File: src/rtl/kb_pkg.sv
// Shared types, constants and helpers for the 2x2 keypad scanner.
package kb_pkg;

    localparam int NUM_ROWS = 2;
    localparam int NUM_COLS = 2;
    localparam int NUM_KEYS = NUM_ROWS * NUM_COLS;

    typedef logic [1:0] key_code_t;

    typedef enum logic [1:0] {
        IDLE,
        DEBOUNCE,
        PRESSED,
        RELEASE
    } kb_state_e;

    // True when exactly one key of the frame snapshot is down.
    function automatic logic is_onehot(input logic [NUM_KEYS-1:0] v);
        return (v != '0) && ((v & (v - 1'b1)) == '0);
    endfunction

    // Index of the (single) set bit of a snapshot.
    function automatic key_code_t onehot_index(input logic [NUM_KEYS-1:0] v);
        key_code_t idx;
        idx = '0;
        for (int k = 0; k < NUM_KEYS; k++) begin
            if (v[k]) idx = key_code_t'(k);
        end
        return idx;
    endfunction

    // Snapshot pattern in which only the given key is down.
    function automatic logic [NUM_KEYS-1:0] key_mask(input key_code_t c);
        return {{(NUM_KEYS-1){1'b0}}, 1'b1} << c;
    endfunction

endpackage

File: src/rtl/kb_col_scan.sv
// Column scanner: drives one active-low column at a time for SCAN_DIV cycles,
// samples the synchronized rows on the last dwell cycle of each column and
// publishes a full 4-key snapshot with a one-cycle frame_tick after column 1.
module kb_col_scan
    import kb_pkg::*;
#(
    parameter int SCAN_DIV = 48000
) (
    input  logic                clk,
    input  logic                rst,
    input  logic [NUM_ROWS-1:0] rows_i,
    output logic [NUM_COLS-1:0] kbcol,
    output logic [NUM_KEYS-1:0] snapshot_o,
    output logic                frame_tick_o
);

    localparam int DW = (SCAN_DIV > 1) ? $clog2(SCAN_DIV) : 1;
    localparam logic [DW-1:0] DWELL_LAST = DW'(SCAN_DIV - 1);

    logic [DW-1:0]       dwell_q, dwell_d;
    logic                col_q, col_d;
    logic [NUM_ROWS-1:0] col0_q, col0_d;
    logic [NUM_KEYS-1:0] snap_q, snap_d;
    logic                tick_q, tick_d;
    logic                last_dwell;

    assign last_dwell = (dwell_q == DWELL_LAST);

    // Dwell counting, column toggle, per-column sampling and snapshot assembly.
    always_comb begin
        dwell_d = dwell_q + 1'b1;
        col_d   = col_q;
        col0_d  = col0_q;
        snap_d  = snap_q;
        tick_d  = 1'b0;
        if (last_dwell) begin
            dwell_d = '0;
            col_d   = ~col_q;
            if (!col_q) begin
                col0_d = ~rows_i;
            end else begin
                // bit k = key (row*2 + col) pressed
                snap_d = {~rows_i[1], col0_q[1], ~rows_i[0], col0_q[0]};
                tick_d = 1'b1;
            end
        end
    end

    // Scan state registers.
    always_ff @(posedge clk or negedge rst) begin
        if (!rst) begin
            dwell_q <= '0;
            col_q   <= 1'b0;
            col0_q  <= '0;
            snap_q  <= '0;
            tick_q  <= 1'b0;
        end else begin
            dwell_q <= dwell_d;
            col_q   <= col_d;
            col0_q  <= col0_d;
            snap_q  <= snap_d;
            tick_q  <= tick_d;
        end
    end

    // Column 0 -> 2'b10, column 1 -> 2'b01, straight from the flop.
    assign kbcol        = {~col_q, col_q};
    assign snapshot_o   = snap_q;
    assign frame_tick_o = tick_q;

endmodule

File: src/rtl/kb_scanner.sv
// 2x2 keypad front end: row synchronizer, frame-based press/release debounce
// FSM and key strobe generation. Defining KB_REPEAT_EN adds auto-repeat of
// the held key (REPEAT_DELAY frames after accept, then every REPEAT_RATE).
module kb_scanner
    import kb_pkg::*;
#(
    parameter int SCAN_DIV       = 48000,
    parameter int DEBOUNCE_SCANS = 10,
    parameter int REPEAT_DELAY   = 500,
    parameter int REPEAT_RATE    = 100
) (
    input  logic      clk,
    input  logic      rst,
    input  logic [1:0] kbrow,
    output logic [1:0] kbcol,
    output logic [1:0] key_code,
    output logic      key_valid,
    output logic      key_held
);

    localparam int DEB_W = $clog2(DEBOUNCE_SCANS + 1);
    localparam logic [DEB_W-1:0] DEB_MAX = DEB_W'(DEBOUNCE_SCANS);
    localparam logic [DEB_W-1:0] DEB_ONE = DEB_W'(1);

    logic [NUM_ROWS-1:0] sync1_q, sync2_q;
    logic [NUM_KEYS-1:0] snapshot;
    logic                frame_tick;

    kb_state_e        state_q, state_d;
    key_code_t        cand_q, cand_d;
    key_code_t        code_q, code_d;
    logic [DEB_W-1:0] deb_q, deb_d, deb_inc;
    logic             valid_q, valid_d;
    logic             held_q, held_d;
    logic             accept, to_idle;

`ifdef KB_REPEAT_EN
    localparam int REP_MAX = (REPEAT_DELAY > REPEAT_RATE) ? REPEAT_DELAY : REPEAT_RATE;
    localparam int REP_W   = $clog2(REP_MAX + 1);
    logic [REP_W-1:0] rep_q, rep_d, rep_inc, rep_target;
    logic             rep_first_q, rep_first_d;
`else
    logic unused_repeat_cfg;
    assign unused_repeat_cfg = (REPEAT_DELAY != 0) ^ (REPEAT_RATE != 0);
`endif

    // Two-flop synchronizer on the asynchronous row lines (idle = pulled up).
    always_ff @(posedge clk or negedge rst) begin
        if (!rst) begin
            sync1_q <= '1;
            sync2_q <= '1;
        end else begin
            sync1_q <= kbrow;
            sync2_q <= sync1_q;
        end
    end

    kb_col_scan #(
        .SCAN_DIV(SCAN_DIV)
    ) u_col_scan (
        .clk         (clk),
        .rst         (rst),
        .rows_i      (sync2_q),
        .kbcol       (kbcol),
        .snapshot_o  (snapshot),
        .frame_tick_o(frame_tick)
    );

    assign deb_inc = (deb_q == DEB_MAX) ? deb_q : deb_q + 1'b1;
`ifdef KB_REPEAT_EN
    assign rep_inc    = (rep_q == {REP_W{1'b1}}) ? rep_q : rep_q + 1'b1;
    assign rep_target = rep_first_q ? REP_W'(REPEAT_DELAY) : REP_W'(REPEAT_RATE);
`endif

    // Debounce FSM: next state and strobes, evaluated once per frame_tick.
    always_comb begin
        state_d = state_q;
        cand_d  = cand_q;
        code_d  = code_q;
        deb_d   = deb_q;
        valid_d = 1'b0;
        held_d  = held_q;
        accept  = 1'b0;
        to_idle = 1'b0;
`ifdef KB_REPEAT_EN
        rep_d       = rep_q;
        rep_first_d = rep_first_q;
`endif
        if (frame_tick) begin
            case (state_q)
                IDLE: begin
                    if (is_onehot(snapshot)) begin
                        cand_d  = onehot_index(snapshot);
                        deb_d   = DEB_ONE;
                        state_d = DEBOUNCE;
                        accept  = (DEB_ONE == DEB_MAX);
                    end
                end
                DEBOUNCE: begin
                    if (snapshot == key_mask(cand_q)) begin
                        deb_d  = deb_inc;
                        accept = (deb_inc == DEB_MAX);
                    end else begin
                        state_d = IDLE;
                        deb_d   = '0;
                    end
                end
                PRESSED: begin
                    // Only the accepted key matters here; others are ignored.
                    if (!snapshot[cand_q]) begin
                        state_d = RELEASE;
                        deb_d   = DEB_ONE;
                        to_idle = (DEB_ONE == DEB_MAX);
                    end else begin
`ifdef KB_REPEAT_EN
                        if (rep_inc == rep_target) begin
                            valid_d     = 1'b1;
                            rep_d       = '0;
                            rep_first_d = 1'b0;
                        end else begin
                            rep_d = rep_inc;
                        end
`endif
                    end
                end
                RELEASE: begin
                    if (!snapshot[cand_q]) begin
                        deb_d   = deb_inc;
                        to_idle = (deb_inc == DEB_MAX);
                    end else begin
                        // Bounce back to held; repeat count resumes where it was.
                        state_d = PRESSED;
                        deb_d   = '0;
                    end
                end
                default: state_d = IDLE;
            endcase
        end
        if (accept) begin
            state_d = PRESSED;
            deb_d   = '0;
            valid_d = 1'b1;
            code_d  = cand_d;
            held_d  = 1'b1;
`ifdef KB_REPEAT_EN
            rep_d       = '0;
            rep_first_d = 1'b1;
`endif
        end
        if (to_idle) begin
            state_d = IDLE;
            deb_d   = '0;
            held_d  = 1'b0;
`ifdef KB_REPEAT_EN
            rep_d       = '0;
            rep_first_d = 1'b1;
`endif
        end
    end

    // FSM and output registers.
    always_ff @(posedge clk or negedge rst) begin
        if (!rst) begin
            state_q <= IDLE;
            cand_q  <= '0;
            code_q  <= '0;
            deb_q   <= '0;
            valid_q <= 1'b0;
            held_q  <= 1'b0;
        end else begin
            state_q <= state_d;
            cand_q  <= cand_d;
            code_q  <= code_d;
            deb_q   <= deb_d;
            valid_q <= valid_d;
            held_q  <= held_d;
        end
    end

`ifdef KB_REPEAT_EN
    // Auto-repeat frame counter.
    always_ff @(posedge clk or negedge rst) begin
        if (!rst) begin
            rep_q       <= '0;
            rep_first_q <= 1'b1;
        end else begin
            rep_q       <= rep_d;
            rep_first_q <= rep_first_d;
        end
    end
`endif

    assign key_code  = code_q;
    assign key_valid = valid_q;
    assign key_held  = held_q;

endmodule
File: config.mk
export PLATFORM = sky130hd
export DESIGN_NAME = kb_scanner
export DESIGN_NICKNAME = d
export VERILOG_FILES = /design/src/rtl/kb_pkg.sv /design/src/rtl/kb_col_scan.sv /design/src/rtl/kb_scanner.sv
export SDC_FILE = /design/constraint.sdc
export NUM_CORES = 1
export LEC_CHECK = 0
export BUFFER_PORTS_ARGS = -buffer_cell sky130_fd_sc_hd__buf_2
export CORE_AREA = 2 2 81 83
export CTS_BUF_LIST = sky130_fd_sc_hd__clkbuf_4 sky130_fd_sc_hd__clkbuf_8 sky130_fd_sc_hd__clkbuf_16
export DETAILED_ROUTE_END_ITERATION = 10
export DIE_AREA = 0 0 83 85
export GPL_ROUTABILITY_DRIVEN = 0
export PLACE_DENSITY_LB_ADDON = 0.08
export RECOVER_POWER = 100
export SKIP_CTS_REPAIR_TIMING = 1
export SYNTH_ARGS = -nofsm -noshare
export SYNTH_HDL_FRONTEND = slang
export SYNTH_HIERARCHICAL = 1
export SYNTH_SLANG_ARGS = --single-unit
File: constraint.sdc
create_clock -name clk -period 3.4 [get_ports clk]
set_input_delay 0.34 -clock clk [delete_from_list [all_inputs] [get_ports clk]]
set_output_delay 0.34 -clock clk [all_outputs]
set_load 0.02 [all_outputs]
==> results <==
- The required arrival time at the worst endpoint is roughly 3.6 ns.
- The number of buffers and inverters on the critical path is 0.
- The checks that failed: capacitance limit, slew limit.
- The share of the clock period used by the worst path is approximately two thirds.
- The cell row count is 29.
- For this run, the slowest stage of the critical path takes about 0.44 ns.
- The post-route cell area is 0.002215 mm2.
- The power per standard cell area is approximately 400 mW/mm2.
- For this run, the post-layout net count is 216.
- The number of vias per cell is between 5 and 6.
- The clock reaches the later pin of the worst-skew pair after 0.29 ns.
- The setup TNS is 0 ns.
- The initial antenna violation count is 0.
- The average routed wire per standard cell is 13.85 um.
- The number of nets in the synthesized netlist is 209.
- For the worst setup path, the data arrival time is 2.44 ns.
- The total count of hold-check failures in the final report is 0.
- The final-layout worst hold slack is 0.1336 ns.
- The static leakage is roughly 0.95 nW.
- The fraction of synthesis flops using an asynchronous set or reset pin is 100.0%.
- 0 antenna diodes ended up in the layout.
- Synthesis instantiated 45 different standard cells from the library.
- The synthesized design contains 0 enable-type register cells.
- Among cell families on the critical path, the largest total delay comes from simple AND/OR/NAND/NOR gates.
- The detailed-placement wirelength estimate is 2.702 mm.
- The maximum number of pins on one net before global-route repair is 41.
- The largest fanout on the critical path is 5.
- Setup repair after global routing left no endpoint under its margin.
- The total instance count after detailed placement is 279.
- The final number of max-transition violations came to 41.
- The growth of design area from synthesis to finish is 8.589%.
- The type of the worst setup path is flip-flop to flip-flop.
- The clock slew at the register clock pins of the worst setup and hold paths is 0.08 ns.
- The total number of H-tree levels is 2.
- The cell area after synthesis is ~0.0020 mm2.
- The worst hold path belongs to the class input port to flip-flop.
- 10 I/O pins were placed.
- The critical-path cell with the highest stage delay is dfrtp_1.
- Derived from the worst setup path, the maximum achievable clock frequency is between 0.4 and 0.5 GHz.
- The number of violations reported at the end of detailed-routing iteration 0 is 52.
- The total clock sinks is 40.
- The synthesized design contains 40 register bits.
- The prevailing post-synth register cell is dfrtp_1.
- The measured slew at the worst slew-check pin is 2.158 ns.
- The critical path endpoint category is a flip-flop.
- The maximum vdd drop is approximately 0.18 mV.
- The first-pass GRT wire length is ~7.1 mm.
- The kind of start point of the critical path is a flip-flop.
- The die extent in x is 83 um.
- By area the synthesized netlist is led by dfrtp_1, dfstp_2, xor2_1.
- The iteration count of the initial detailed-routing pass is 4.
- The number of fill cells in the layout is 623.
- The die area is just over 0.007 mm2.
- After detailed routing, the number of remaining DRC violations is 0.
- The clock arrives with 0.004111 ns of skew.
- The total routing usage reported by global routing is 12.49%.
- After layout, the minimum clock period comes to 2.257 ns.
- The part of the Yosys area used for sequential elements is 49.33%.
- TritonCTS built the clock tree.
- The tightest slew margin relative to the limit is -43.87%.
- The number of clock buffers added by TritonCTS is 5.
- Synthesis handed over a netlist of 202 instances.
- In this run the standard cell core region covers between 0.006 and 0.007 mm2.
- During synthesis, Yosys emitted a total of 6 warnings.
- The clock root buffer master is clkbuf_8.
- The number of endpoints failing setup at the final stage is 0.
- In this run the vertical extent of the chip is around 85 um.
- The placed instance area is 0.002125 mm2.
- The synthesized design devotes to its leading area cell type 44.17% of total area.
- The mean cell area of the mapped netlist is between 10 and 15 um2.
- The top cell type by total area after synthesis is dfrtp_1.
- Global routing finished with a remaining overflow of 0.
- The signal on the critical path passes through ha_1, nor2b_1, a2111o_1, nor3_1, and2_0, mux2_2.
- The routed layout has 1,485 vias.
- The number of global-route vias before repair came to 1,463.
- The detail route stage leaves a number of antenna-violating nets equal to 0.
- The number of max-cap violations is 1.
- The flow ran to the end, but the final reports show violations.
- The share of layout cells above drive strength 1 is 8.571%.
- For this run, the number of standard cells in the final layout without fillers is 287.
- The number of buffer cells added on primary ports is 9.
- For this block, the routed nets add up to 3.974 mm of wire.
- The clock tree buffer depth is 2.
- The initial standard-cell utilization of the core is 32.87%.
## final cells by class
cell class                      count  area [um2]  share of cell area, %
Multi-Input combinational cell    144       930.9                  42.03
Inverter                            9       33.78                  1.525
Timing Repair Buffer                9       36.28                  1.638
Sequential cell                    40        1006                  45.42
Clock buffer                        5       68.82                  3.107
Tap cell                           77       96.34                  4.350
Clock inverter                      3       42.54                  1.921
## flip-flops by register name (all words and copies together) (netlist names)
name,count
sync1_q,2
key_valid,1
u_col_scan/snapshot_o,4
state_q,2
u_col_scan/col_q,1
deb_q,4
key_held,1
u_col_scan/col0_q,2
cand_q,2
u_col_scan/dwell_q,16
key_code,2
sync2_q,2
u_col_scan/frame_tick_o,1
## stage by stage
stage	util, %	power [mW]	setup WS [ns]
3_5_place_dp	34.24	0.5018	1.192
4_1_cts	36.04	0.9003	1.167
6_report	35.69	0.8859	1.143
2_1_floorplan	-	0.4897	1.345
3_3_place_gp	34.24	0.5010	1.264
5_1_grt	35.69	0.9208	0.8328
## power breakdown
part	total [mW]	switching [mW]	internal, mW	leakage [nW]
clock	0.395	0.178	0.217	0.0541
sequential	0.481	0.000955	0.480	0.531
combinational	0.0103	0.00929	0.00103	0.363
total	0.886	0.188	0.698	0.948
## cells in the final DEF, fill, tap and decap left out, types with 4 or more instances in the layout
cell,n
nand2_1,20
and4_1,5
mux2i_1,4
clkbuf_8,5
nand3_1,5
a21oi_1,8
nand4_1,9
o21ai_0,10
xnor2_1,7
inv_1,9
nor2_1,15
dfrtp_1,36
xor2_1,9
dfstp_2,4
clkbuf_1,7
nor2b_1,7
## synthesized netlist by cell type (5+ instances only)
| cell type | instances |
|---|---|
| a21oi_1 | 8 |
| buf_2 | 5 |
| dfrtp_1 | 36 |
| inv_1 | 9 |
| nand2_1 | 18 |
| nand3_1 | 5 |
| nand4_1 | 9 |
| nor2_1 | 15 |
| nor2b_1 | 7 |
| o21ai_0 | 7 |
| xnor2_1 | 7 |
| xor2_1 | 9 |
## logic make-up after synthesis
family,count (synthesis),synth area share (%)
buffers and inverters,18,4.416
adder cells (fa/ha/maj),3,1.841
XOR/XNOR,16,6.871
AO/OA/AOI/OAI,39,12.45
AND/OR/NAND/NOR,80,22.02
multiplexers,6,3.067
flip-flops,40,49.32
## routing by layer
metal	track usage (%)	up-vias	part of all wire, %
met5	0	-	0
met4	5.961	0	2.1
met3	3.113	9	3.6
met2	18.91	22	44
met1	16.82	724	50
li1	-	730	-
## final timing paths
path / cells past startpoint / from / to / slack, ns
worst max-delay path: 6 / deb_q[0] / key_code[1] / 1.14
min in group asynchronous: 1 / rst / u_col_scan/dwell_q[8] / 0.67
worst min register to register: 0 / sync1_q[1] / sync2_q[1] / 0.36
max in group asynchronous: 1 / rst / deb_q[1] / 1.50
worst max register to register: 6 / deb_q[0] / key_code[1] / 1.14
worst min-delay path: 1 / kbrow[0] / sync1_q[0] / 0.13
(Power assumes the default switching activity.)
